## config.mk

```make
export PLATFORM = sky130hd
export DESIGN_NAME = bbpd_vote
export DESIGN_NICKNAME = d
export VERILOG_FILES = /design/src/rtl/bbpd_pkg.sv /design/src/rtl/bbpd_cell.sv /design/src/rtl/bbpd_vote.sv
export SDC_FILE = /design/constraint.sdc
export NUM_CORES = 1
export LEC_CHECK = 0
export BUFFER_PORTS_ARGS = -buffer_cell sky130_fd_sc_hd__buf_4
export CAP_MARGIN = 20
export CORE_MARGIN = 2
export CORE_UTILIZATION = 40
export CTS_CLUSTER_DIAMETER = 120
export DETAILED_ROUTE_END_ITERATION = 6
export GPL_ROUTABILITY_DRIVEN = 0
export GPL_TIMING_DRIVEN = 0
export PLACE_DENSITY = 0.6
export SYNTH_ARGS = -nofsm -noshare
export SYNTH_HDL_FRONTEND = slang
export SYNTH_SLANG_ARGS = --single-unit
```

## constraint.sdc

```tcl
create_clock -name clk -period 3.97 [get_ports clk]
set_input_delay 0.5955 -clock clk [delete_from_list [all_inputs] [get_ports clk]]
set_output_delay 0.5955 -clock clk [all_outputs]
set_load 0.1 [all_outputs]
```

## src/rtl/bbpd_pkg.sv

```systemverilog
// bbpd_pkg -- shared types and helpers for the bang-bang phase detector voter.
//
// Contents:
//   dec_t   : phase decision encoding (DEC_NONE / DEC_EARLY / DEC_LATE)
//   decide  : maps a signed net vote onto a decision given a threshold
package bbpd_pkg;

    typedef enum logic [1:0] {
        DEC_NONE  = 2'b00,
        DEC_EARLY = 2'b01,
        DEC_LATE  = 2'b10
    } dec_t;

    // A net of zero can never reach a threshold of at least 1, so equal
    // early and late counts always resolve to DEC_NONE.
    function automatic dec_t decide(input int net, input int thresh);
        if (net >= thresh) begin
            return DEC_EARLY;
        end else if (net <= -thresh) begin
            return DEC_LATE;
        end else begin
            return DEC_NONE;
        end
    endfunction

endpackage

```

## src/rtl/bbpd_cell.sv

```systemverilog
// bbpd_cell -- single-bit Alexander (bang-bang) phase classifier.
//
// Ports:
//   d_prev  in  1  data sample preceding the edge sample
//   e       in  1  edge sample between d_prev and d
//   d       in  1  current data sample
//   prev_ok in  1  d_prev is meaningful; when low the bit is never classified
//   early   out 1  transition seen and edge sample matches the old value
//   late    out 1  transition seen and edge sample matches the new value
module bbpd_cell
    import bbpd_pkg::*;
(
    input  logic d_prev,
    input  logic e,
    input  logic d,
    input  logic prev_ok,
    output logic early,
    output logic late
);

    logic trans;

    assign trans = prev_ok & (d_prev ^ d);
    assign early = trans & (e == d_prev);
    assign late  = trans & (e == d);

endmodule

```

## src/rtl/bbpd_vote.sv

```systemverilog
// bbpd_vote -- windowed majority voter for a bang-bang phase detector.
//
// Each accepted word is classified bit-by-bit into early/late transitions,
// the per-word counts are registered (stage 1), then accumulated over WINDOW
// words (stage 2). At window completion the signed net vote and its
// thresholded decision are published together with a one-cycle valid pulse.
//
// Parameters: WIDTH (bits per word), WINDOW (words per vote), THRESH
// (minimum |net| for a decision).
//
// Ports:
//   clk        in   1      rising-edge clock
//   rst        in   1      synchronous active-high reset
//   en         in   1      data/edge_s valid this cycle
//   data       in   WIDTH  data samples, bit 0 earliest
//   edge_s     in   WIDTH  edge samples, edge_s[i] between data[i-1] and data[i]
//   vote_valid out  1      pulse at window completion
//   vote_dec   out  2      window decision (01 early, 10 late, 00 none)
//   net_vote   out  NW     signed early-minus-late sum of the last window
//   word_valid out  1      (BBPD_WORD_DEC_EN only) per-word decision valid
//   word_dec   out  2      (BBPD_WORD_DEC_EN only) per-word decision, threshold 1
//
// Optional feature macro: BBPD_WORD_DEC_EN adds the per-word decision outputs.
module bbpd_vote
    import bbpd_pkg::*;
#(
    parameter  int WIDTH  = 8,
    parameter  int WINDOW = 4,
    parameter  int THRESH = 2,
    localparam int NW     = $clog2(WIDTH * WINDOW + 1) + 1
) (
    input  logic             clk,
    input  logic             rst,
    input  logic             en,
    input  logic [WIDTH-1:0] data,
    input  logic [WIDTH-1:0] edge_s,
    output logic             vote_valid,
    output logic [1:0]       vote_dec,
`ifdef BBPD_WORD_DEC_EN
    output logic             word_valid,
    output logic [1:0]       word_dec,
`endif
    output logic [NW-1:0]    net_vote
);

    localparam int CW = $clog2(WIDTH + 1);
    localparam int KW = (WINDOW > 1) ? $clog2(WINDOW) : 1;

    logic             prev_bit_q,   prev_bit_d;
    logic             prev_valid_q, prev_valid_d;
    logic [CW-1:0]    early_q,      early_d;
    logic [CW-1:0]    late_q,       late_d;
    logic             s1_valid_q,   s1_valid_d;
    logic [NW-1:0]    acc_q,        acc_d;
    logic [KW-1:0]    cnt_q,        cnt_d;
    logic [NW-1:0]    net_q,        net_d;
    dec_t             dec_q,        dec_d;
    logic             vote_valid_q, vote_valid_d;

    logic [WIDTH-1:0] d_prev_vec;
    logic [WIDTH-1:0] ok_vec;
    logic [WIDTH-1:0] cell_early;
    logic [WIDTH-1:0] cell_late;
    logic [CW-1:0]    early_cnt;
    logic [CW-1:0]    late_cnt;
    logic [NW-1:0]    sum;

    // Bit 0 looks back to the last bit of the previous accepted word; that
    // lookback is only trusted once a word has been accepted since reset.
    assign d_prev_vec = {data[WIDTH-2:0], prev_bit_q};
    assign ok_vec     = {{(WIDTH-1){1'b1}}, prev_valid_q};

    for (genvar i = 0; i < WIDTH; i++) begin : g_cell
        bbpd_cell u_cell (
            .d_prev  (d_prev_vec[i]),
            .e       (edge_s[i]),
            .d       (data[i]),
            .prev_ok (ok_vec[i]),
            .early   (cell_early[i]),
            .late    (cell_late[i])
        );
    end

    always_comb begin
        early_cnt = '0;
        late_cnt  = '0;
        for (int i = 0; i < WIDTH; i++) begin
            early_cnt = early_cnt + CW'(cell_early[i]);
            late_cnt  = late_cnt  + CW'(cell_late[i]);
        end
    end

    // Stage 1: lookback bit and per-word counts.
    always_comb begin
        prev_bit_d   = prev_bit_q;
        prev_valid_d = prev_valid_q;
        early_d      = early_q;
        late_d       = late_q;
        s1_valid_d   = en;
        if (en) begin
            prev_bit_d   = data[WIDTH-1];
            prev_valid_d = 1'b1;
            early_d      = early_cnt;
            late_d       = late_cnt;
        end
    end

    // Stage 2: accumulate; NW bits hold +/-WIDTH*WINDOW so no clamp is needed.
    assign sum = acc_q + NW'(early_q) - NW'(late_q);

    always_comb begin
        acc_d        = acc_q;
        cnt_d        = cnt_q;
        net_d        = net_q;
        dec_d        = dec_q;
        vote_valid_d = 1'b0;
        if (s1_valid_q) begin
            if (cnt_q == KW'(WINDOW - 1)) begin
                net_d        = sum;
                dec_d        = decide(int'($signed(sum)), THRESH);
                vote_valid_d = 1'b1;
                acc_d        = '0;
                cnt_d        = '0;
            end else begin
                acc_d = sum;
                cnt_d = cnt_q + KW'(1);
            end
        end
    end

    always_ff @(posedge clk) begin
        if (rst) begin
            prev_bit_q   <= 1'b0;
            prev_valid_q <= 1'b0;
            early_q      <= '0;
            late_q       <= '0;
            s1_valid_q   <= 1'b0;
            acc_q        <= '0;
            cnt_q        <= '0;
            net_q        <= '0;
            dec_q        <= DEC_NONE;
            vote_valid_q <= 1'b0;
        end else begin
            prev_bit_q   <= prev_bit_d;
            prev_valid_q <= prev_valid_d;
            early_q      <= early_d;
            late_q       <= late_d;
            s1_valid_q   <= s1_valid_d;
            acc_q        <= acc_d;
            cnt_q        <= cnt_d;
            net_q        <= net_d;
            dec_q        <= dec_d;
            vote_valid_q <= vote_valid_d;
        end
    end

    assign vote_valid = vote_valid_q;
    assign vote_dec   = dec_q;
    assign net_vote   = net_q;

`ifdef BBPD_WORD_DEC_EN
    logic word_valid_q, word_valid_d;
    dec_t word_dec_q,   word_dec_d;

    always_comb begin
        word_valid_d = en;
        word_dec_d   = word_dec_q;
        if (en) begin
            word_dec_d = decide(int'(early_cnt) - int'(late_cnt), 1);
        end
    end

    always_ff @(posedge clk) begin
        if (rst) begin
            word_valid_q <= 1'b0;
            word_dec_q   <= DEC_NONE;
        end else begin
            word_valid_q <= word_valid_d;
            word_dec_q   <= word_dec_d;
        end
    end

    assign word_valid = word_valid_q;
    assign word_dec   = word_dec_q;
`endif

endmodule

```

==> impl_metrics.csv <==
group,metric,value,unit
job,cap_violations,0,
sta,drv_slew,0,
logic_synthesis,yosysTopAreaCell,"dfxtp_1",
sta,fin_crit,3770,ps
floorplanning,die_h,76.2,um
critical_path,critPathBufInv,4,
power_and_ir_drop,power.density,503,mW/mm^2
cells_and_area,layout.nets,323,
place,io_buffers,28,
critical_path,reg2reg_depth,13,
global_routing,grt-ovfl-total,0,
power_and_ir_drop,p_comb_frac,0.482,
critical_path,crit_top_cell,"fa_1",
sta,rsz0062_at_grt,"false",
routing,via_per_inst,4.83,
critical_path,critPathMaxStageDelay,480,ps
global_routing,grt_pass1_wl,6910,um
place,dp.cells,341,
critical_path,critPathKind,"input pin to flop",
logic_synthesis,postSynthCellCount,243,
global_routing,antenna_found_initial,0,
floorplanning,core-area,0.00507,sq mm
clock_tree,cts-htree-levels,2,
power_and_ir_drop,intPower,773,uW
worst_hold_path,holdPathStages,2,
cells_and_area,design_area,0.00249,sq mm
worst_hold_path,min_path_type,"flop to flop",
logic_synthesis,avgSynthCellArea,8.58,sq um
logic_synthesis,synth-async-reset-ratio,0,
logic_synthesis,synth.area.top_cells,"dfxtp_1 (29%), fa_1 (12%), ha_1 (8.4%), mux2i_1 (6.2%), inv_1 (5.9%)",
floorplanning,die_w,76.2,um
sta,slew-limit-headroom,0.623,
routing,dr.pass1.iters,6,
logic_synthesis,synthesis.area,0.00208,sq mm
routing,wl,3990,um
floorplanning,rows,26,
logic_synthesis,synth_compound_gate_area_share,0.137,
sta,fmax,0.265,GHz
critical_path,critPathCaptureType,"flop",
critical_path,cp-start-kind,"input pin",
logic_synthesis,yosys.area_share.simple,0.218,
sta,hold_viol_final,0,
critical_path,cp.depth,14,
sta,whs,452,ps
clock_tree,path_clk_slew,70,ps
global_routing,first_global_vias,1550,
sta,tightest_slew,566,ps
logic_synthesis,yosysTopAreaCellShare,0.288,
power_and_ir_drop,max-vdd-ir-drop,0.208,mV
place,dpl.hpwl,3210,um
floorplanning,design.die.area,0.00580,sq mm
cells_and_area,fin_cells,349,
logic_synthesis,synth.distinct_cells,39,
critical_path,slowest_stage,"fa_1",
power_and_ir_drop,p_sw,482,uW
clock_tree,post-cts-setup-buffer-count,0,
critical_path,arrival,3930,ps
global_routing,grt_usage,0.147,
clock_tree,clk_latency,280,ps
clock_tree,cts-root-buf,"clkbuf_8",
logic_synthesis,synth_xor_area_frac,0.0252,
logic_synthesis,syn_nets,288,
routing,ant_nets,0,
clock_tree,cts_buffers,5,
logic_synthesis,synth_ff_type,"dfxtp_1",
critical_path,required,4130,ps
critical_path,crit_chain,"buf_4 -> or3b_2 -> a21boi_0 -> fa_1 -> inv_1 -> fa_1 -> fa_1 -> inv_1 -> ha_1 -> inv_1 -> fa_1 -> xnor2_1 -> mux2i_1 -> nor2_1",
routing,drc,0,
clock_tree,cts.sinks,30,
cells_and_area,syn_to_final_growth,19.6,%
logic_synthesis,muxShareOfSynthArea,0.0624,
cells_and_area,final_common_cell,"inv_1",
power_and_ir_drop,sequentialPowerShare,0.279,
global_routing,grt_max_degree,11,
cells_and_area,num_antenna_cells,0,
cells_and_area,drive_gt1_frac,0.147,
outcome,status,"complete, no violations",
logic_synthesis,ys_ff_latch,30,
logic_synthesis,yosysSeqAreaShare,0.288,
clock_tree,hold_buffers,0,
power_and_ir_drop,leakagePower,1.13,nW
critical_path,timing.critical_path.fanout_max,6,
logic_synthesis,yosysWarnings,0,
sta,min_period_over_period,0.951,
floorplanning,io-pin-count,29,
logic_synthesis,synth_top_family_by_area,"simple AND/OR/NAND/NOR gates",
critical_path,crit_family,"adder cells",
place,placed_area,0.00238,sq mm
power_and_ir_drop,p_sw_frac,0.384,
power_and_ir_drop,p_clk_frac,0.239,
logic_synthesis,synth-edff-count,0,
sta,finalClockSkew,6.04,ps
cells_and_area,layout_common_cells,"inv_1 (33), dfxtp_1 (30), buf_4 (28)",
logic_synthesis,synth_fa_ha_area_frac,0.199,
clock_tree,post_cts_resized,0,
clock_tree,cts_tree,"yes",
power_and_ir_drop,finalPower,1.25,mW
routing,drtIter0Drc,46,
routing,vias,1685,
floorplanning,start_util,0.411,
clock_tree,clockBufferDepth,2,
sta,setup_violations,0,
routing,wl_per_cell,11.4,um
-- per-layer routing --
metal | up-vias | wire length [um] | GRT usage
li1 | 881 | - | -
met1 | 776 | 2120 | 0.205
met2 | 21 | 1690 | 0.226
met3 | 7 | 115 | 0.0332
met4 | 0 | 57 | 0.0491
met5 | - | 0 | 0
-- power by group through the flow --
stage	sequential, mW	clock (mW)	combinational, mW
6_report	0.350	0.300	0.605
5_1_grt	0.354	0.323	0.694
4_1_cts	0.350	0.310	0.604
3_5_place_dp	0.357	0	0.601
3_3_place_gp	0.356	0	0.593
2_1_floorplan	0.354	0	0.472
-- cells in the mapped netlist, types with 2 or more instances --
master and count:
inv_1 33, ha_1 14, nand2_1 20, nor3b_1 5, xor2_1 3, o22ai_1 3, nor2_1 26, a2bb2oi_1 4
or3b_2 2, nand3_1 3, a21boi_0 2, a211oi_1 3, a21oi_1 17, nand3b_1 5, o21ai_0 4, clkbuf_1 5
fa_1 12, xnor2_1 3, nand2b_1 9, dfxtp_1 30, nor2b_1 10, mux2i_1 13
-- cells by family (layout without fill, tap and decap cells) --
kind of cell             Yosys count  count (layout)
AO/OA/AOI/OAI                     42              42
XOR/XNOR                           6               6
adder cells (fa/ha/maj)           26              26
flip-flops                        30              30
buffers and inverters             39              75
AND/OR/NAND/NOR                   87              87
multiplexers                      13              13
-- state kept, by name (all words and copies together) (netlist names) --
signal        cells
acc_q             7
net_vote          7
early_q           4
late_q            4
cnt_q             2
vote_dec          2
prev_bit_q        1
prev_valid_q      1
s1_valid_q        1
vote_valid        1
-- final timing paths --
check,start,to,slack (ps)
worst max register to register,prev_bit_q$_SDFFE_PP0P_,late_q[2]$_SDFFE_PP0P_,280
worst min register to register,net_vote[0]$_SDFFE_PP0P_,net_vote[0]$_SDFFE_PP0P_,450
worst min-delay path,net_vote[0]$_SDFFE_PP0P_,net_vote[0]$_SDFFE_PP0P_,450
worst max-delay path,data[0],late_q[2]$_SDFFE_PP0P_,200
-- final cells by class --
class / instances / area (sq um)
Timing Repair Buffer: 28 / 210
Inverter: 33 / 124
Multi-Input combinational cell: 174 / 1340
Sequential cell: 30 / 601
Clock inverter: 2 / 37.5
Fill cell: 519 / 2580
Tap cell: 70 / 87.6
Buffer: 6 / 22.5
Clock buffer: 6 / 72.6
-- metrics by stage --
| stage | setup TNS (ps) | util | setup slack [ps] |
|---|---|---|---|
| floorplan | 0 | - | 219 |
| finish | 0 | 0.491 | 195 |
| global placement | -207 | 0.469 | -99.2 |
| detailed placement | -325 | 0.469 | -144 |
| CTS | 0 | 0.491 | 166 |
| global route | 0 | 0.491 | 12.7 |
-- tightest hold or removal path, stage by stage (launching register included) --
cell and delay, ps:
dfxtp_1 310, nand2_1 50, a21oi_1 50
(Power assumes the default switching activity.)
